[config.mk]
export PLATFORM = sky130hd
export DESIGN_NAME = step_scheduler_flat
export DESIGN_NICKNAME = d
export VERILOG_FILES = /design/src/rtl/step_scheduler_if.sv /design/src/rtl/step_scheduler.sv /design/src/flat_wrapper.sv
export SDC_FILE = /design/constraint.sdc
export NUM_CORES = 1
export LEC_CHECK = 0
export CAP_MARGIN = 20
export CORE_MARGIN = 5
export CORE_UTILIZATION = 55
export CTS_CLUSTER_SIZE = 10
export DETAILED_ROUTE_END_ITERATION = 12
export PLACE_DENSITY = 0.75
export SYNTH_ARGS = -nofsm -noshare
export SYNTH_HDL_FRONTEND = slang
export SYNTH_SLANG_ARGS = --single-unit
[constraint.sdc]
create_clock -name clk -period 3.8 [get_ports clk]
set_clock_uncertainty 0.2 [all_clocks]
set_input_delay 0.76 -clock clk [delete_from_list [all_inputs] [get_ports clk]]
set_output_delay 0.76 -clock clk [all_outputs]
set_load 0.02 [all_outputs]
[src/rtl/step_scheduler_if.sv]
// Control and status bundle for step_scheduler: start/pause/stop commands in,
// tick/step pulses and sequence status out.
interface step_scheduler_if #(
  parameter int IDX_W = 8
);
  logic             start;
  logic             pause;
  logic             stop;
  logic [9:0]       period_ms;
  logic [IDX_W-1:0] num_steps;
  logic             tick_1ms;
  logic             step;
  logic [IDX_W-1:0] step_idx;
  logic             busy;
  logic             paused;
  logic             done;

  modport master (
    output start, pause, stop, period_ms, num_steps,
    input  tick_1ms, step, step_idx, busy, paused, done
  );

  modport slave (
    input  start, pause, stop, period_ms, num_steps,
    output tick_1ms, step, step_idx, busy, paused, done
  );
endinterface

[src/rtl/step_scheduler.sv]
// Millisecond step scheduler: emits num_steps step pulses spaced period_ms apart,
// with pause/stop control and a 1 ms tick derived from a clk prescaler.
module step_scheduler #(
  parameter int CLK_DIV = 100000,
  parameter int IDX_W   = 8
) (
  input  logic              clk,
  input  logic              rst,
  step_scheduler_if.slave   bus
);
  localparam int PS_W = (CLK_DIV > 2) ? $clog2(CLK_DIV) : 1;
  localparam logic [PS_W-1:0] PS_MAX = PS_W'(CLK_DIV - 1);

  typedef enum logic [1:0] {IDLE, RUN, PAUSE} state_t;

  state_t           state_reg, state_next;
  logic [PS_W-1:0]  ps_reg, ps_next;
  logic [9:0]       ms_reg, ms_next;
  logic [9:0]       period_reg, period_next;
  logic [IDX_W-1:0] nsteps_reg, nsteps_next;
  logic [IDX_W-1:0] idx_reg, idx_next;
  logic [IDX_W-1:0] idx_inc;
  logic             zero_pend_reg, zero_pend_next;
  logic             tick_reg, tick_next;
  logic             step_reg, step_next;
  logic             done_reg, done_next;
  logic             busy_reg, busy_next;
  logic             paused_reg, paused_next;

  assign idx_inc = idx_reg + 1'b1;

  always_ff @(posedge clk) begin
    if (rst) begin
      state_reg     <= IDLE;
      ps_reg        <= '0;
      ms_reg        <= '0;
      period_reg    <= '0;
      nsteps_reg    <= '0;
      idx_reg       <= '0;
      zero_pend_reg <= 1'b0;
      tick_reg      <= 1'b0;
      step_reg      <= 1'b0;
      done_reg      <= 1'b0;
      busy_reg      <= 1'b0;
      paused_reg    <= 1'b0;
    end else begin
      state_reg     <= state_next;
      ps_reg        <= ps_next;
      ms_reg        <= ms_next;
      period_reg    <= period_next;
      nsteps_reg    <= nsteps_next;
      idx_reg       <= idx_next;
      zero_pend_reg <= zero_pend_next;
      tick_reg      <= tick_next;
      step_reg      <= step_next;
      done_reg      <= done_next;
      busy_reg      <= busy_next;
      paused_reg    <= paused_next;
    end
  end

  always_comb begin
    state_next     = state_reg;
    ps_next        = ps_reg;
    ms_next        = ms_reg;
    period_next    = period_reg;
    nsteps_next    = nsteps_reg;
    idx_next       = idx_reg;
    tick_next      = 1'b0;
    step_next      = 1'b0;
    // A zero-length sequence reports done one cycle after it was accepted.
    done_next      = zero_pend_reg;
    zero_pend_next = 1'b0;

    case (state_reg)
      IDLE: begin
        if (bus.start) begin
          period_next = (bus.period_ms == 10'd0) ? 10'd1 : bus.period_ms;
          nsteps_next = bus.num_steps;
          ps_next     = '0;
          ms_next     = '0;
          idx_next    = '0;
          if (bus.num_steps == '0) begin
            zero_pend_next = 1'b1;
          end else begin
            state_next = RUN;
          end
        end
      end
      RUN, PAUSE: begin
        if (bus.stop) begin
          state_next = IDLE;
        end else if (bus.pause) begin
          state_next = PAUSE;
        end else begin
          // Resuming counts on the same edge, so a pause costs only its own cycles.
          state_next = RUN;
          if (ps_reg == PS_MAX) begin
            ps_next   = '0;
            tick_next = 1'b1;
            if (ms_reg == period_reg - 10'd1) begin
              ms_next   = '0;
              step_next = 1'b1;
              idx_next  = idx_inc;
              if (idx_inc == nsteps_reg) begin
                done_next  = 1'b1;
                state_next = IDLE;
              end
            end else begin
              ms_next = ms_reg + 10'd1;
            end
          end else begin
            ps_next = ps_reg + 1'b1;
          end
        end
      end
      default: state_next = IDLE;
    endcase

    busy_next   = (state_next != IDLE);
    paused_next = (state_next == PAUSE);
  end

  assign bus.tick_1ms = tick_reg;
  assign bus.step     = step_reg;
  assign bus.step_idx = idx_reg;
  assign bus.busy     = busy_reg;
  assign bus.paused   = paused_reg;
  assign bus.done     = done_reg;
endmodule

[src/flat_wrapper.sv]
// flat-port wrapper written by rule: the top's interface ports become plain ports
module step_scheduler_flat 
#(
  parameter int CLK_DIV = 100000,
  parameter int IDX_W   = 8
)
  (clk, rst, bus_start, bus_pause, bus_stop, bus_period_ms, bus_num_steps, bus_tick_1ms, bus_step, bus_step_idx, bus_busy, bus_paused, bus_done);
  step_scheduler_if #(.IDX_W(IDX_W)) bus_i ();
  input  logic clk;
  input  logic rst;
  input wire logic [$bits(bus_i.start)-1:0] bus_start;
  input wire logic [$bits(bus_i.pause)-1:0] bus_pause;
  input wire logic [$bits(bus_i.stop)-1:0] bus_stop;
  input wire logic [$bits(bus_i.period_ms)-1:0] bus_period_ms;
  input wire logic [$bits(bus_i.num_steps)-1:0] bus_num_steps;
  output wire logic [$bits(bus_i.tick_1ms)-1:0] bus_tick_1ms;
  output wire logic [$bits(bus_i.step)-1:0] bus_step;
  output wire logic [$bits(bus_i.step_idx)-1:0] bus_step_idx;
  output wire logic [$bits(bus_i.busy)-1:0] bus_busy;
  output wire logic [$bits(bus_i.paused)-1:0] bus_paused;
  output wire logic [$bits(bus_i.done)-1:0] bus_done;
  assign bus_i.start = bus_start;
  assign bus_i.pause = bus_pause;
  assign bus_i.stop = bus_stop;
  assign bus_i.period_ms = bus_period_ms;
  assign bus_i.num_steps = bus_num_steps;
  assign bus_tick_1ms = bus_i.tick_1ms;
  assign bus_step = bus_i.step;
  assign bus_step_idx = bus_i.step_idx;
  assign bus_busy = bus_i.busy;
  assign bus_paused = bus_i.paused;
  assign bus_done = bus_i.done;
  step_scheduler #(.CLK_DIV(CLK_DIV), .IDX_W(IDX_W)) u_core (.clk(clk), .rst(rst), .bus(bus_i));
endmodule
==> out/metrics.yaml, run 1 <==
status:
  status: "completed"
drt:
  drtAntennaViolNets: 0
  routedWlPerCell_um: 14.77
  vias: 2944
  dr.pass1.iters: 4
  drt_wl_total_um: 7520
  post-route-drc-count: 0
  avgViaCountPerCell: 5.784
  drtIter0Drc: 115
finish:
  final_common_cell: "nand2_1"
  nets: 461
  nFillCells: 484
  fin_area_um2: 3786
  drive_gt1_share_pct: 5.950
  stdcell_count: 509
  antenna_cells: 0
  largest_reg_flops: 17
  multi_input_area_um2: 1866
  utilization_pct: 67.92
  area_growth_pct: 18.34
  register_area_um2: 1221
  mostFrequentLayoutCells: "64 x nand2_1, 61 x dfxtp_1, 36 x nor2_1"
floorplan:
  die_h_um: 86.27
  initial_core_util_pct: 57.40
  fp-row-count: 27
  dieArea_um2: 7443
  dieWidth_um: 86.27
  core-area_um2: 5574
  io_pins: 36
placed_design:
  dp_hpwl_um: 5397
  postPlaceCellArea_um2: 3580
  place_worst_setup_slack_ns: 0.7133
  gp_congestion: 0.8191
  numPortBuffers: 35
  dp_cells: 493
timing:
  whs_ns: 0.2360
  period_minus_slack_ns: 3.077
  worst_pin_slew_ns: 0.8300
  clock.fmax_mhz: 325.0
  slew_headroom_pct: 43.89
  hold_viol: 0
  slew_violations: 0
  finalSetupTns_ns: 0
  period_share_pct: 80.97
  setup_ws_ns: 0.7233
  rsz0062_at_grt: "false"
  finalSetupViolations: 0
worst_setup_path:
  r2r-start: "u_core.period_reg[0]"
  cpMaxStageDelayCell: "a21oi_1"
  cp-end-kind: "register"
  worstPathCellList: "inv_1, ha_1, nor3b_4, nand2_1, o311a_1, a2111oi_4, nand2_2, a21oi_1, nor2_1"
  critPathCapture: "u_core.ms_reg[4]"
  worst_path_largest_cell_delay_ns: 0.52
  crit_start: "u_core.period_reg[0]"
  path_max_fanout: 20
  worstReg2RegEnd: "u_core.ms_reg[4]"
  r2r_slack_ns: 0.72
  worstPathRequired_ns: 3.81
  crit_type: "register to register"
  cp-start-kind: "register"
  cp.arrival_ns: 3.08
  reg2reg_depth: 9
grt:
  antenna_found_initial: 0
  grt-ovfl-total: 0
  grt_pass1_vias: 2718
  track_usage_pct: 21.28
  grt_pass1_wl_um: 12740
  grt_max_degree: 35
clocking:
  htree_levels: 3
  ctsResizeCount: 0
  cts_buffers: 9
  clock_latency_ns: 0.34
  clkSinkCount: 61
  cts_tree: "yes"
  path_clk_slew_ns: 0.07
  post_cts_buffers: 0
  postCtsHoldBufs: 0
  cts-root-buf: "clkbuf_8"
  cts_max_path_buffers: 2
power:
  peakVddDrop_mv: 0.2154
  power_density_nw_per_um2: 407.7
  total_power_mw: 1.543
  p_leak_nw: 1.400
synth:
  synth-seq-area-share_pct: 38.17
  synth_edf_count: 0
  avgSynthCellArea_um2: 7.978
  synthArstFlopShare_pct: 0
  synth_nets: 430
  synth_ff_type: "dfxtp_1"
  synth_cells: 401
  syn_area_um2: 3199
  synth_cell_types: 53
  synth_seq_cells: 61
  yosys_warnings: 0
worst_hold_path:
  hold_class: "register to register"
run:
  drv_cap: 0
[critical path: cells and delay by family, from the launching register on]
family                     cells  cell delay, ns
buffers and inverters          1            0.09
adders and majority gates      1            0.23
DFF                            1            0.34
AOI/OAI and AO/OA              3            1.28
and+or+nand+nor                4            0.79
[Yosys cell counts, types with 3 or more instances]
cell	instances	area share [%]
nor2b_1	3	0.59
nand2_1	64	7.5
nand2b_1	3	0.59
and3_1	7	1.4
nor2_1	36	4.2
or4_1	6	1.4
nor3_1	11	1.7
inv_1	10	1.2
or2_2	3	0.59
o21ai_0	11	1.7
nand3_1	29	4.5
buf_1	3	0.35
o211ai_1	8	1.9
a21o_1	3	0.70
clkbuf_1	10	1.2
xor2_1	24	6.6
dfxtp_1	61	38
nand4_1	9	1.8
a21oi_1	30	4.7
a31oi_1	3	0.59
nor4b_1	4	1.1
ha_1	6	2.3
nor4_1	6	1.2
xnor2_1	15	4.1
[layer usage]
layer	share of wire, %	GRT usage, %	routed length, um
met5	0	0	0
met4	1.5	9.915	110
met3	7.2	4.373	541
met2	44	31.96	3287
met1	48	29.24	3581
[cells by family (layout without fill, tap and decap cells)]
group           after synthesis  in the layout  share of synthesized area (%)
fa+ha+maj                     6              6                          2.346
compound gates               72             72                          14.78
xor+xnor                     39             39                          10.68
flops                        61             61                          38.17
simple gates                195            195                          30.15
buf+inv                      27             63                          3.520
mux                           1              1                         0.3519
[layout make-up]
type                       instances  area share [%]
inverter                          10          0.9914
timing repair buffer              37           9.650
clock inverter                     5           1.983
sequential                        61           32.25
tap                               72           2.379
multi-input combinational        313           49.27
clock buffer                      11           3.470
[worst min-delay path by stage]
stage,from,endpoint,slack (ns),cells after the start
floorplan,u_core.zero_pend_reg,u_core.bus.done,0.20,2
global placement,u_core.zero_pend_reg,u_core.bus.done,0.22,2
detailed placement,u_core.zero_pend_reg,u_core.bus.done,0.22,2
CTS,u_core.zero_pend_reg,u_core.bus.done,0.23,2
global route,u_core.zero_pend_reg,u_core.bus.done,0.27,2
finish,u_core.zero_pend_reg,u_core.bus.done,0.24,2
[power breakdown]
part | total [mW] | internal, mW | switching (mW)
logic | 0.238 | 0.101 | 0.137
clock network | 0.617 | 0.366 | 0.250
registers | 0.689 | 0.661 | 0.0276
total | 1.54 | 1.13 | 0.415
No activity file was read; power rests on OpenSTA's default activity.
==> inputs of run 2 (changes only) <==
--- a/config.mk
+++ b/config.mk
@@ -7,10 +7,10 @@
 export LEC_CHECK = 0
 export CAP_MARGIN = 20
 export CORE_MARGIN = 5
-export CORE_UTILIZATION = 55
+export CORE_UTILIZATION = 51
 export CTS_CLUSTER_SIZE = 10
 export DETAILED_ROUTE_END_ITERATION = 12
-export PLACE_DENSITY = 0.75
+export PLACE_DENSITY = 0.73
 export SYNTH_ARGS = -nofsm -noshare
 export SYNTH_HDL_FRONTEND = slang
 export SYNTH_SLANG_ARGS = --single-unit
==> constraint.sdc (replaced) <==
create_clock -name clk -period 2.7 [get_ports clk]
set_clock_uncertainty 0.2 [all_clocks]
set_input_delay 0.54 -clock clk [delete_from_list [all_inputs] [get_ports clk]]
set_output_delay 0.54 -clock clk [all_outputs]
set_load 0.02 [all_outputs]
==> out/metrics.yaml, run 2 (synthesized netlist as in run 1, its figures left out) <==
placed_design:
  dp_hpwl_um: 5525
  dp_cells: 520
  numPortBuffers: 35
  gp_congestion: 0.8423
grt:
  antenna_found_initial: 0
  grt_max_degree: 32
  grt-ovfl-total: 0
  grt_pass1_vias: 2973
  track_usage_pct: 21.92
  grt_pass1_wl_um: 13700
finish:
  largest_reg_flops: 17
  utilization_pct: 66.45
  drive_gt1_share_pct: 13.55
  nets: 490
  antenna_cells: 0
  area_growth_pct: 25.15
  final_common_cell: "nand2_1"
  mostFrequentLayoutCells: "64 x nand2_1, 60 x dfxtp_1, 36 x nor2_1"
  stdcell_count: 540
power:
  p_leak_nw: 1.534
  power_density_nw_per_um2: 518.5
  peakVddDrop_mv: 0.3740
clocking:
  cts_max_path_buffers: 2
  cts-root-buf: "clkbuf_8"
  clock_latency_ns: 0.35
  cts_tree: "yes"
  clkSinkCount: 61
  cts_buffers: 9
  path_clk_slew_ns: 0.07
  htree_levels: 3
worst_hold_path:
  hold_class: "register to register"
  whs_path_depth: 2
timing:
  slew_headroom_pct: 59.67
  period_minus_slack_ns: 2.574
  worst_pin_slew_ns: 0.6050
  period_share_pct: 95.32
  hold_viol: 0
  slew_violations: 0
  clock.fmax_mhz: 388.5
  rsz0062_at_grt: "true"
  finalSetupViolations: 0
floorplan:
  initial_core_util_pct: 53.09
  die_h_um: 89.21
  io_pins: 36
  fp-row-count: 28
  dieWidth_um: 89.21
  core-area_um2: 6026
  dieArea_um2: 7958
status:
  status: "completed"
drt:
  post-route-drc-count: 0
  dr.pass1.iters: 4
  routedWlPerCell_um: 14.63
  drtAntennaViolNets: 0
  drt_wl_total_um: 7900
  drtIter0Drc: 182
  avgViaCountPerCell: 5.752
  vias: 3106
worst_setup_path:
  cp-start-kind: "register"
  path_max_fanout: 7
  worstPathRequired_ns: 2.79
  cp.arrival_ns: 2.67
  cp-end-kind: "register"
  crit_type: "register to register"
  reg2reg_depth: 10
run:
  drv_cap: 0
-- run 2: changes by cell type in the layout (fill, tap and decap cells not counted), sizes merged --
| cell | delta |
|---|---|
| bufinv | -2 |
| clkinv | -1 |
| clkbuf | +2 |
| buf | +28 |
| nand2 | +1 |
-- run 2: timing repair --
item                                    4_1_cts  5_1_grt
endpoints found under the setup margin       16       18
pin swaps                                     2        8
cloned                                        1        0
hold buffers                                  0        0
resized for setup                             2       11
buffers inserted                              4        0
-- run 2: path summary, 6_finish.rpt --
| path | startpoint | end | slack, ns |
|---|---|---|---|
| max | u_core.period_reg[1] | u_core.bus.step_idx[4] | 0.13 |
| min | u_core.zero_pend_reg | u_core.bus.done | 0.26 |
| max reg2reg | u_core.period_reg[1] | u_core.bus.step_idx[4] | 0.13 |
| min reg2reg | u_core.zero_pend_reg | u_core.bus.done | 0.26 |
-- run 2: cell type report --
type,instances,area (um2)
timing repair buffer,65,575.6
fill,518,2022
clock inverter,2,10.01
tap,75,93.84
sequential,61,1222
clock buffer,13,148.9
multi-input combinational,314,1916
inverter,10,37.54
-- run 2: critical path: stages, from the launching register on --
cell       delay [ns]
dfxtp_1          0.35
inv_2            0.06
ha_4             0.16
nor3b_4          0.16
a221o_1          0.33
o311a_1          0.13
a2111oi_4        0.28
buf_4            0.19
nand2_4          0.07
or4_4            0.50
nand3_1          0.09
-- run 2: report_power, final --
group	total, mW	switching [mW]	leakage, nW	internal (mW)
combinational	0.419	0.223	0.956	0.196
clock	0.694	0.343	0.0833	0.351
sequential	0.963	0.0323	0.495	0.931
-- run 2: metal layers --
layer  share of wire [%]  track usage (%)  vias up  wire length [um]
li1                    -                -     1541                 -
met2                  45            34.36       82              3548
met5                   0                0        -                 0
met4                 2.1            10.42        0               163
met1                  47            29.20     1469              3747
met3                 5.6            3.871       14               439
-- run 2: stage by stage --
step	instance area, um2	setup TNS (ns)	power (mW)	setup WS [ns]	hold slack [ns]
after CTS	3966	0	2.076	0.003933	0.2659
after floorplan	3199	0	1.219	0.01701	0.2049
final	4004	0	2.076	0.1262	0.2579
after global placement	3764	-0.01523	1.374	-0.01229	0.2313
after global routing	4004	-0.1199	2.184	-0.05438	0.2994
after detailed placement	3764	-0.9694	1.384	-0.08316	0.2239
